[src/rtl/uart_xcvr.sv]
// uart_xcvr: full-duplex UART transceiver (independent TX and RX paths).
//
// Frame on the line: start bit (0), DATA_BITS payload bits LSB first, an
// optional parity bit, then the stop bit(s) (1). The line idles high.
//
// Ports
//   clk, rst       rising-edge clock, asynchronous active-high reset
//   tx_data        payload to transmit
//   tx_valid       tx_data is valid
//   tx_ready       transmitter idle and able to take a byte
//   tx             serial output, idles high
//   rx             serial input, asynchronous to clk
//   rx_data        last received payload
//   rx_valid       rx_data holds a byte not yet consumed
//   rx_ready       consumer takes the byte
//   rx_parity_err  parity mismatch on the byte in rx_data
//   rx_frame_err   first stop bit sampled low on the byte in rx_data
//   rx_overrun     an unconsumed byte was overwritten
//
// Handshakes: a transfer happens on a rising edge where valid && ready are
// both high. The producer holds data stable while valid is high and ready is
// low. tx_valid is ignored while tx_ready is low. RX has no back-pressure:
// a new frame overwrites an unconsumed byte and raises rx_overrun.
module uart_xcvr #(
  parameter int CLK_HZ     = 100000000,
  parameter int BAUD       = 115200,
  parameter int OVERSAMPLE = 16,
  parameter int DATA_BITS  = 8,
  parameter int PARITY     = 0,
  parameter int STOP_BITS  = 1
) (
  input  logic                 clk,
  input  logic                 rst,
  input  logic [DATA_BITS-1:0] tx_data,
  input  logic                 tx_valid,
  output logic                 tx_ready,
  output logic                 tx,
  input  logic                 rx,
  output logic [DATA_BITS-1:0] rx_data,
  output logic                 rx_valid,
  input  logic                 rx_ready,
  output logic                 rx_parity_err,
  output logic                 rx_frame_err,
  output logic                 rx_overrun
);

  localparam int TICK_HZ = BAUD * OVERSAMPLE;
  localparam int DIV_RAW = (CLK_HZ + TICK_HZ / 2) / TICK_HZ;
  localparam int DIV     = (DIV_RAW < 1) ? 1 : DIV_RAW;
  localparam int DW      = (DIV > 1) ? $clog2(DIV) : 1;
  localparam int CW      = $clog2(OVERSAMPLE);

  localparam logic [CW-1:0] BIT_LAST  = CW'(OVERSAMPLE - 1);
  localparam logic [CW-1:0] HALF_LAST = CW'(OVERSAMPLE / 2 - 1);
  localparam logic [3:0]    DATA_LAST = 4'(DATA_BITS - 1);
  localparam logic [3:0]    STOP_LAST = 4'(STOP_BITS - 1);
  localparam logic          ODD       = (PARITY == 1);
  localparam logic          HAS_PAR   = (PARITY != 0);

  typedef enum logic [2:0] {
    S_IDLE   = 3'd0,
    S_START  = 3'd1,
    S_DATA   = 3'd2,
    S_PARITY = 3'd3,
    S_STOP   = 3'd4
  } state_t;

  // ---------------------------------------------------------------------
  // Oversampling tick: one clk pulse every DIV clocks, shared by TX and RX.
  // ---------------------------------------------------------------------
  logic [DW-1:0] div_cnt;
  logic          tick;

  assign tick = (div_cnt == DW'(DIV - 1));

  always_ff @(posedge clk or posedge rst) begin
    if (rst)       div_cnt <= '0;
    else if (tick) div_cnt <= '0;
    else           div_cnt <= div_cnt + DW'(1);
  end

  // ---------------------------------------------------------------------
  // Transmitter
  // ---------------------------------------------------------------------
  state_t                tx_state, tx_state_n;
  logic                  tx_loaded, tx_loaded_n;  // byte captured, waiting for a tick
  logic [DATA_BITS-1:0]  tx_sh, tx_sh_n;
  logic                  tx_par, tx_par_n;
  logic [CW-1:0]         tx_bcnt, tx_bcnt_n;      // ticks elapsed within current bit
  logic [3:0]            tx_idx, tx_idx_n;        // data bit or stop bit index
  logic                  tx_q, tx_n;
  logic                  tx_bit_end;

  assign tx_ready   = (tx_state == S_IDLE) && !tx_loaded;
  assign tx         = tx_q;
  assign tx_bit_end = tick && (tx_bcnt == BIT_LAST);

  always_ff @(posedge clk or posedge rst) begin
    if (rst) begin
      tx_state  <= S_IDLE;
      tx_loaded <= 1'b0;
      tx_sh     <= '0;
      tx_par    <= 1'b0;
      tx_bcnt   <= '0;
      tx_idx    <= '0;
      tx_q      <= 1'b1;
    end else begin
      tx_state  <= tx_state_n;
      tx_loaded <= tx_loaded_n;
      tx_sh     <= tx_sh_n;
      tx_par    <= tx_par_n;
      tx_bcnt   <= tx_bcnt_n;
      tx_idx    <= tx_idx_n;
      tx_q      <= tx_n;
    end
  end

  // The line level is registered; each branch that changes state also sets
  // the level of the bit being entered so tx changes on the bit-start tick.
  always_comb begin
    tx_state_n  = tx_state;
    tx_loaded_n = tx_loaded;
    tx_sh_n     = tx_sh;
    tx_par_n    = tx_par;
    tx_bcnt_n   = tx_bcnt;
    tx_idx_n    = tx_idx;
    tx_n        = tx_q;

    if (tx_state != S_IDLE && tick)
      tx_bcnt_n = tx_bit_end ? '0 : tx_bcnt + CW'(1);

    case (tx_state)
      S_IDLE: begin
        tx_n = 1'b1;
        if (tx_valid && tx_ready) begin
          tx_loaded_n = 1'b1;
          tx_sh_n     = tx_data;
          tx_par_n    = (^tx_data) ^ ODD;
        end else if (tx_loaded && tick) begin
          tx_state_n  = S_START;
          tx_loaded_n = 1'b0;
          tx_bcnt_n   = '0;
          tx_n        = 1'b0;
        end
      end
      S_START: begin
        if (tx_bit_end) begin
          tx_state_n = S_DATA;
          tx_idx_n   = '0;
          tx_n       = tx_sh[0];
        end
      end
      S_DATA: begin
        if (tx_bit_end) begin
          if (tx_idx == DATA_LAST) begin
            tx_idx_n = '0;
            if (HAS_PAR) begin
              tx_state_n = S_PARITY;
              tx_n       = tx_par;
            end else begin
              tx_state_n = S_STOP;
              tx_n       = 1'b1;
            end
          end else begin
            tx_idx_n = tx_idx + 4'd1;
            tx_sh_n  = tx_sh >> 1;
            tx_n     = tx_sh[1];
          end
        end
      end
      S_PARITY: begin
        if (tx_bit_end) begin
          tx_state_n = S_STOP;
          tx_idx_n   = '0;
          tx_n       = 1'b1;
        end
      end
      S_STOP: begin
        if (tx_bit_end) begin
          if (tx_idx == STOP_LAST) begin
            tx_state_n = S_IDLE;
          end else begin
            tx_idx_n = tx_idx + 4'd1;
          end
          tx_n = 1'b1;
        end
      end
      default: begin
        tx_state_n = S_IDLE;
        tx_n       = 1'b1;
      end
    endcase
  end

  // ---------------------------------------------------------------------
  // Receiver
  // ---------------------------------------------------------------------
  logic rx_s1, rxs;

  // Two-flop synchroniser; resets to the idle line level.
  always_ff @(posedge clk or posedge rst) begin
    if (rst) begin
      rx_s1 <= 1'b1;
      rxs   <= 1'b1;
    end else begin
      rx_s1 <= rx;
      rxs   <= rx_s1;
    end
  end

  state_t               rx_state, rx_state_n;
  logic                 rx_armed, rx_armed_n;   // line seen high since last frame/reset
  logic [DATA_BITS-1:0] rx_sh, rx_sh_n;
  logic                 rx_perr, rx_perr_n;     // parity status of frame in flight
  logic [CW-1:0]        rx_bcnt, rx_bcnt_n;
  logic [3:0]           rx_idx, rx_idx_n;
  logic [DATA_BITS-1:0] rx_data_q, rx_data_n;
  logic                 rx_valid_q, rx_valid_n;
  logic                 rx_perr_q, rx_perr_out_n;
  logic                 rx_ferr_q, rx_ferr_n;
  logic                 rx_ovr_q, rx_ovr_n;
  logic                 rx_bit_end, rx_half;

  assign rx_bit_end    = tick && (rx_bcnt == BIT_LAST);
  assign rx_half       = tick && (rx_bcnt == HALF_LAST);
  assign rx_data       = rx_data_q;
  assign rx_valid      = rx_valid_q;
  assign rx_parity_err = rx_perr_q;
  assign rx_frame_err  = rx_ferr_q;
  assign rx_overrun    = rx_ovr_q;

  always_ff @(posedge clk or posedge rst) begin
    if (rst) begin
      rx_state   <= S_IDLE;
      rx_armed   <= 1'b0;
      rx_sh      <= '0;
      rx_perr    <= 1'b0;
      rx_bcnt    <= '0;
      rx_idx     <= '0;
      rx_data_q  <= '0;
      rx_valid_q <= 1'b0;
      rx_perr_q  <= 1'b0;
      rx_ferr_q  <= 1'b0;
      rx_ovr_q   <= 1'b0;
    end else begin
      rx_state   <= rx_state_n;
      rx_armed   <= rx_armed_n;
      rx_sh      <= rx_sh_n;
      rx_perr    <= rx_perr_n;
      rx_bcnt    <= rx_bcnt_n;
      rx_idx     <= rx_idx_n;
      rx_data_q  <= rx_data_n;
      rx_valid_q <= rx_valid_n;
      rx_perr_q  <= rx_perr_out_n;
      rx_ferr_q  <= rx_ferr_n;
      rx_ovr_q   <= rx_ovr_n;
    end
  end

  always_comb begin
    rx_state_n    = rx_state;
    rx_armed_n    = rx_armed;
    rx_sh_n       = rx_sh;
    rx_perr_n     = rx_perr;
    rx_bcnt_n     = rx_bcnt;
    rx_idx_n      = rx_idx;
    rx_data_n     = rx_data_q;
    rx_valid_n    = rx_valid_q;
    rx_perr_out_n = rx_perr_q;
    rx_ferr_n     = rx_ferr_q;
    rx_ovr_n      = rx_ovr_q;

    // Consumption clears the output side; a frame completing in the same
    // clk overrides these below.
    if (rx_valid_q && rx_ready) begin
      rx_valid_n    = 1'b0;
      rx_ovr_n      = 1'b0;
      rx_perr_out_n = 1'b0;
      rx_ferr_n     = 1'b0;
    end

    if (rx_state != S_IDLE && tick)
      rx_bcnt_n = rx_bit_end ? '0 : rx_bcnt + CW'(1);

    case (rx_state)
      S_IDLE: begin
        // A start bit is a falling edge: the line must be seen high first.
        if (rxs) begin
          rx_armed_n = 1'b1;
        end else if (rx_armed) begin
          rx_state_n = S_START;
          rx_bcnt_n  = '0;
          rx_perr_n  = 1'b0;
        end
      end
      S_START: begin
        if (rx_half) begin
          if (rxs) begin
            rx_state_n = S_IDLE;          // glitch, not a start bit
          end else begin
            rx_state_n = S_DATA;          // now aligned to mid-bit
            rx_bcnt_n  = '0;
            rx_idx_n   = '0;
          end
        end
      end
      S_DATA: begin
        if (rx_bit_end) begin
          rx_sh_n = {rxs, rx_sh[DATA_BITS-1:1]};
          if (rx_idx == DATA_LAST) begin
            rx_state_n = HAS_PAR ? S_PARITY : S_STOP;
          end else begin
            rx_idx_n = rx_idx + 4'd1;
          end
        end
      end
      S_PARITY: begin
        if (rx_bit_end) begin
          rx_perr_n  = ((^rx_sh) ^ rxs) != ODD;
          rx_state_n = S_STOP;
        end
      end
      S_STOP: begin
        if (rx_bit_end) begin
          rx_data_n     = rx_sh;
          rx_valid_n    = 1'b1;
          rx_perr_out_n = rx_perr;
          rx_ferr_n     = !rxs;
          rx_ovr_n      = rx_valid_q && !rx_ready;
          rx_state_n    = S_IDLE;
          // A low stop bit (break) must release before the next start.
          rx_armed_n    = rxs;
        end
      end
      default: begin
        rx_state_n = S_IDLE;
      end
    endcase
  end

endmodule
[config.mk]
export PLATFORM = sky130hd
export DESIGN_NAME = uart_xcvr
export DESIGN_NICKNAME = d
export VERILOG_FILES = /design/src/rtl/uart_xcvr.sv
export SDC_FILE = /design/constraint.sdc
export NUM_CORES = 1
export LEC_CHECK = 0
export BUFFER_PORTS_ARGS = -buffer_cell sky130_fd_sc_hd__buf_4
export CAP_MARGIN = 15
export CORE_ASPECT_RATIO = 0.5
export CORE_MARGIN = 3
export CORE_UTILIZATION = 40
export CTS_CLUSTER_SIZE = 24
export DETAILED_ROUTE_END_ITERATION = 12
export SYNTH_ARGS = -nofsm -noshare
export SYNTH_HDL_FRONTEND = slang
export SYNTH_SLANG_ARGS = --single-unit
[constraint.sdc]
create_clock -name clk -period 2.2 [get_ports clk]
set_clock_uncertainty 0.1 [all_clocks]
set_input_delay 0.22 -clock clk [delete_from_list [all_inputs] [get_ports clk]]
set_output_delay 0.22 -clock clk [all_outputs]
set_load 0.005 [all_outputs]
* Word level (Yosys, flattened, before mapping) *
Index checks and enable logic that the tools add are counted.

word-level totals
  register bits = 62
  bits of input ports = 13
  output and inout port bits = 14
  word-level logic and storage cells = 175

operators by class
  $add $sub $neg = 5
  equal/unequal tests = 37
  mux-type cells = 74
  bitwise operators = 1
  reductions and logical operators = 38

operators with widths
  operator                                        number
  two-way mux 4 bit                               20
  two-way mux 3 bit                               15
  != test 2 bit (second input constant)           19
  case mux 3 bit (5 select lines)                 2
  two-way mux 1 bit                               25
  two-way mux 8 bit                               3
  adder 4 x 1 -> 4 bit (second input constant)    4
  case mux 4 bit (2 select lines)                 2
  case mux 8 bit (2 select lines)                 1
  == test 3 x 2 -> 1 bit (second input constant)  4
  == test 4 x 3 -> 1 bit (second input constant)  3
  case mux 4 bit (3 select lines)                 1
  logical AND 1 bit                               10
  AND reduction 5 bit                             2
  nonzero test 2 bit                              5
  nonzero test 3 bit                              3
  == test 4 bit (second input constant)           2
  != test 2 x 1 -> 1 bit (second input constant)  4
  AND reduction 4 bit                             2
  AND reduction 8 bit                             1
  parity 8 bit                                    1
  AND reduction 7 bit                             1
  adder 6 x 1 -> 6 bit (second input constant)    1
  == test 3 x 1 -> 1 bit (second input constant)  2
  13 further kinds                                22

* Depth between registers and ports, before layout *
  depth after elaboration = 7
  depth in mapped cells = 8
  gate-level depth less buffers = 7

* Least setup slack after synthesis *
OpenSTA, ideal clock, no wires.

  kind = reg2reg
  from = reg rx_bcnt[0]
  to = reg rx_sh[0]
  arrival time = 1.629 ns
  setup slack = 0.347 ns
  stages on the path, launching flop included = 7
  path buffers = 1
  clock period less this slack = 1.853 ns
  cells stage by stage = dfrtp_1 > ha_1 > and3_1 > and3_2 > buf_4 > nand2_4 > mux2_2

on the way
  word-level cells in the longest chain between the ends = 3

RTL lines
  element                               RTL line  text
  from (decl)                           215       logic [CW-1:0] rx_bcnt, rx_bcnt_n;
  from (signal assigned)                250       rx_bcnt <= rx_bcnt_n;
  == test 4 bit                         224       assign rx_bit_end = tick && (rx_bcnt == BIT_LAST);
  logical AND 1 bit                     224
  AND reduction 2 bit (no source line)  --
  to (signal assigned)                  248       rx_sh <= rx_sh_n;
  to (decl)                             213       logic [DATA_BITS-1:0] rx_sh, rx_sh_n;

Every way passes these cells.
A chain may end at the register's enable or synchronous reset.

* Worst setup path in the final report *
  from = reg rx_bcnt[0]
  to = reg rx_data_q[1] (netlist: rx_data[1])

on the way
  word-level cells in the longest chain between the ends = 3

RTL lines
  element                               RTL line  text
  == test 4 bit                         224
  logical AND 1 bit                     224
  AND reduction 2 bit (no source line)  --
  to (signal assigned)                  252       rx_data_q <= rx_data_n;
  to (decl)                             217       logic [DATA_BITS-1:0] rx_data_q, rx_data_n;

Every way passes these cells.

==> results.json <==
{
  "powerDensity_nw_per_um2": 650,
  "r2r_cells": 5,
  "post-route-period-util_pct": 92.0,
  "synth_ff_type": "dfrtp_1",
  "slowest_delay_ps": 400,
  "cts_buffers": 9,
  "drive_gt1_share_pct": 24.1,
  "io-pin-count": 27,
  "vias_per_cell": 5.21,
  "yosysUniqueCellTypes": 52,
  "clk_latency_ps": 330,
  "syn_nets": 323,
  "synth_top_family_by_area": "simple AND/OR/NAND/NOR gates",
  "cts_setup_buffers": 0,
  "design_area_um2": 3800,
  "die_area_um2": 8990,
  "fin_ws_ps": 177,
  "die_y_um": 68.6,
  "initial_core_util_pct": 42.0,
  "power.total_mw": 2.47,
  "seq_area_frac_synth_pct": 49.6,
  "outcome": "finished clean",
  "grt_max_degree": 34,
  "worstHoldStart": "tx_data[7]",
  "cts.sinks": 62,
  "synth_cells": 303,
  "synthXorXnorAreaFrac_pct": 3.91,
  "holdCritPathClass": "input port to register",
  "cts_tree": "yes",
  "drv_slew": 0,
  "cp_top_family": "simple AND/OR/NAND/NOR gates",
  "place_congestion": 0.841,
  "ir_drop_uv": 371,
  "grt_use_met1_pct": 17.8,
  "ant_nets": 0,
  "root_buffer": "clkbuf_16",
  "grt_pass1_wl_um": 10800,
  "slew_headroom_pct": 70.2,
  "core_um2": 7460,
  "required_ps": 2310,
  "port_buffers": 26,
  "critical_path_class": "register to register",
  "critPathArrivalTime_ps": 2130,
  "r2r-start": "rx_bcnt[0]",
  "cts_buffer_depth": 2,
  "dpl.hpwl_um": 4530,
  "synth_compound_area_share_pct": 13.8,
  "rows": 22,
  "clk_pin_slew_ps": 50,
  "timing.final.crit_period_ps": 2020,
  "vias": 2378,
  "grt_usage_pct": 15.2,
  "avgSynthCellArea_um2": 10.3,
  "diodes": 0,
  "place_ws_ps": 182,
  "die_w_um": 131,
  "synth_fa_ha_area_share_pct": 2.80,
  "p_leak_nw": 1.72,
  "globalRouteOverflowTotal": 0,
  "setup_tns_ps": 0,
  "cts-hold-fix-buffers": 3,
  "drc": 0,
  "h-tree-depth": 3,
  "busiest_layer": "met2",
  "rsz0062_at_grt": "no",
  "yosysWarningCount": 0,
  "syn2layout_area_growth_pct": 21.4,
  "fin_nets": 363,
  "netlist_area_um2": 3130,
  "clock.fmax_mhz": 494,
  "worst-path-buf-inv": 0,
  "antenna_found_initial": 0,
  "crit_chain": "ha_1 -> and3_1 -> and3_2 -> nand3_4 -> mux2_4",
  "ctsResizeCount": 0,
  "placed_cell_area_um2": 3510,
  "worst_pin_slew_ps": 441,
  "first_pass_iters": 4,
  "synth-async-reset-ratio_pct": 100,
  "wl_per_cell_um": 13.9,
  "synthSimpleGateAreaFrac_pct": 17.0,
  "r2r_setup_slack_ps": 180,
  "grtUsageMet2_pct": 26.2,
  "grt_pass1_vias": 2346,
  "crit_path_top_delay_cell": "dfrtp_1",
  "drt_wl_total_um": 6320,
  "cap_violations": 0,
  "setup-violations-final": 0,
  "worstHoldEndpoint": "tx_sh[7]",
  "cp-start-kind": "register",
  "synth_edf_count": 0,
  "hold_violations": 0,
  "ys_ff_latch": 62,
  "crit_fanout": 15,
  "reg2reg_to": "rx_data[1]",
  "use_met3_pct": 5.43,
  "worst_hold_slack_ps": 54.5,
  "drt-initial-drc-count": 90,
  "whs_path_depth": 3,
  "endpoint_kind": "register",
  "synthMuxAreaShare_pct": 9.31
}
sequential cells by signal, indices dropped and copies added, names as in the netlist, 3 cells and up:
signal	flops
tx_idx	4
div_cnt	6
tx_sh	8
rx_idx	4
rx_sh	8
rx_state	3
tx_state	3
tx_bcnt	4
rx_data	8
rx_bcnt	4
Yosys cell counts (all sizes together) (2+ instances only):
master,number,share of area (%)
nor3,2,0.48
clkbuf,6,0.76
nor4,2,0.88
a21oi,13,2.1
a32oi,2,0.56
o31ai,2,0.48
nor2,21,2.6
or3,3,0.60
nand3,12,2.3
nor3b,2,0.64
dfstp,3,2.5
mux2i,10,3.2
o21ai,36,5.9
and3,3,0.64
a21o,3,0.72
nand4,5,1.0
xor2,5,1.4
ha,7,2.8
nand4b,6,1.9
dfrtp,59,47
o22ai,2,0.40
nand2,33,4.2
o311ai,2,0.56
buf,6,1.1
o211ai,3,0.72
xnor2,9,2.5
or3b,2,0.56
mux2,16,6.1
a22o,3,0.84
nand2b,2,0.40
inv,14,1.7
area by class of cell:
cell class              count  area, um2
multi-input cells         215       1470
clock inverters             5       25.0
clock buffers              11        243
fillers                   671       3650
repair buffers             41        328
flip-flops and latches     62       1560
well taps                 108        135
inverters                  14       52.6
metrics by stage:
| step | utilization, % | std cells |
|---|---|---|
| after floorplan | - | 303 |
| after global placement | 47.0 | 437 |
| after detailed placement | 47.0 | 437 |
| after CTS | 51.0 | 456 |
| after global routing | 51.0 | 456 |
| final | 51.0 | 456 |
how the worst max path moves through the flow:
stage | start | endpoint | slack [ps] | cells past startpoint
6_report | rx_bcnt[0] | rx_data[1] | 180 | 5
5_1_grt | rx_bcnt[0] | rx_data[2] | 50 | 5
4_1_cts | rx_bcnt[0] | rx_data[1] | 180 | 5
3_5_place_dp | rx_bcnt[0] | rx_data[2] | 180 | 5
3_3_place_gp | rx_bcnt[0] | rx_data[1] | 250 | 5
2_1_floorplan | rst | div_cnt[0] | 340 | 1
power by group:
part           internal [mW]  switching [mW]  leakage, nW
Clock                  0.780           0.472        0.139
Combinational         0.0320          0.0350        0.762
Sequential              1.15         0.00448        0.824
layout by cell type, fill, tap and decap left out, types with 2 or more instances in the layout:
cell	netlist	routed
and3_1	2	2
nand4b_1	5	5
nand2b_1	2	2
mux2i_1	10	10
clkinv_2	0	5
o22ai_1	2	2
mux2_4	3	3
a32oi_1	2	2
or3b_2	2	2
nand4_1	5	5
a22o_1	3	3
o31ai_1	2	2
xnor2_1	9	9
a21o_1	3	3
a21oi_1	13	13
nand3_1	11	11
xor2_1	5	5
dfrtp_1	59	59
or3_1	3	3
inv_1	14	13
dfstp_2	3	3
o311ai_0	2	2
buf_4	2	37
ha_1	7	7
o211ai_1	3	3
mux2_2	13	13
nor2_1	20	20
o21ai_0	35	35
dlygate4sd3_1	0	3
clkbuf_16	0	9
nand2_1	32	32
layer usage:
layer / wire, um / up-vias
li1: - / 1162
met1: 2960 / 1162
met2: 2970 / 41
met3: 281 / 13
met4: 104 / 0
met5: 0 / -
worst reg2reg max path, delay by kind of cell, from the launching register on:
family / cells / cell delay, ps
multiplexers: 1 / 360
adder cells (fa/ha/maj): 1 / 250
AND/OR/NAND/NOR: 3 / 800
flip-flops: 1 / 400
cells by family after synthesis:
| kind of cell | Yosys count |
|---|---|
| AO/OA/AOI/OAI | 72 |
| XOR/XNOR | 14 |
| adder cells (fa/ha/maj) | 7 |
| buffers and inverters | 26 |
| flip-flops | 62 |
| multiplexers | 26 |
| AND/OR/NAND/NOR | 96 |
Note: power is estimated with default switching activity, not from simulation.
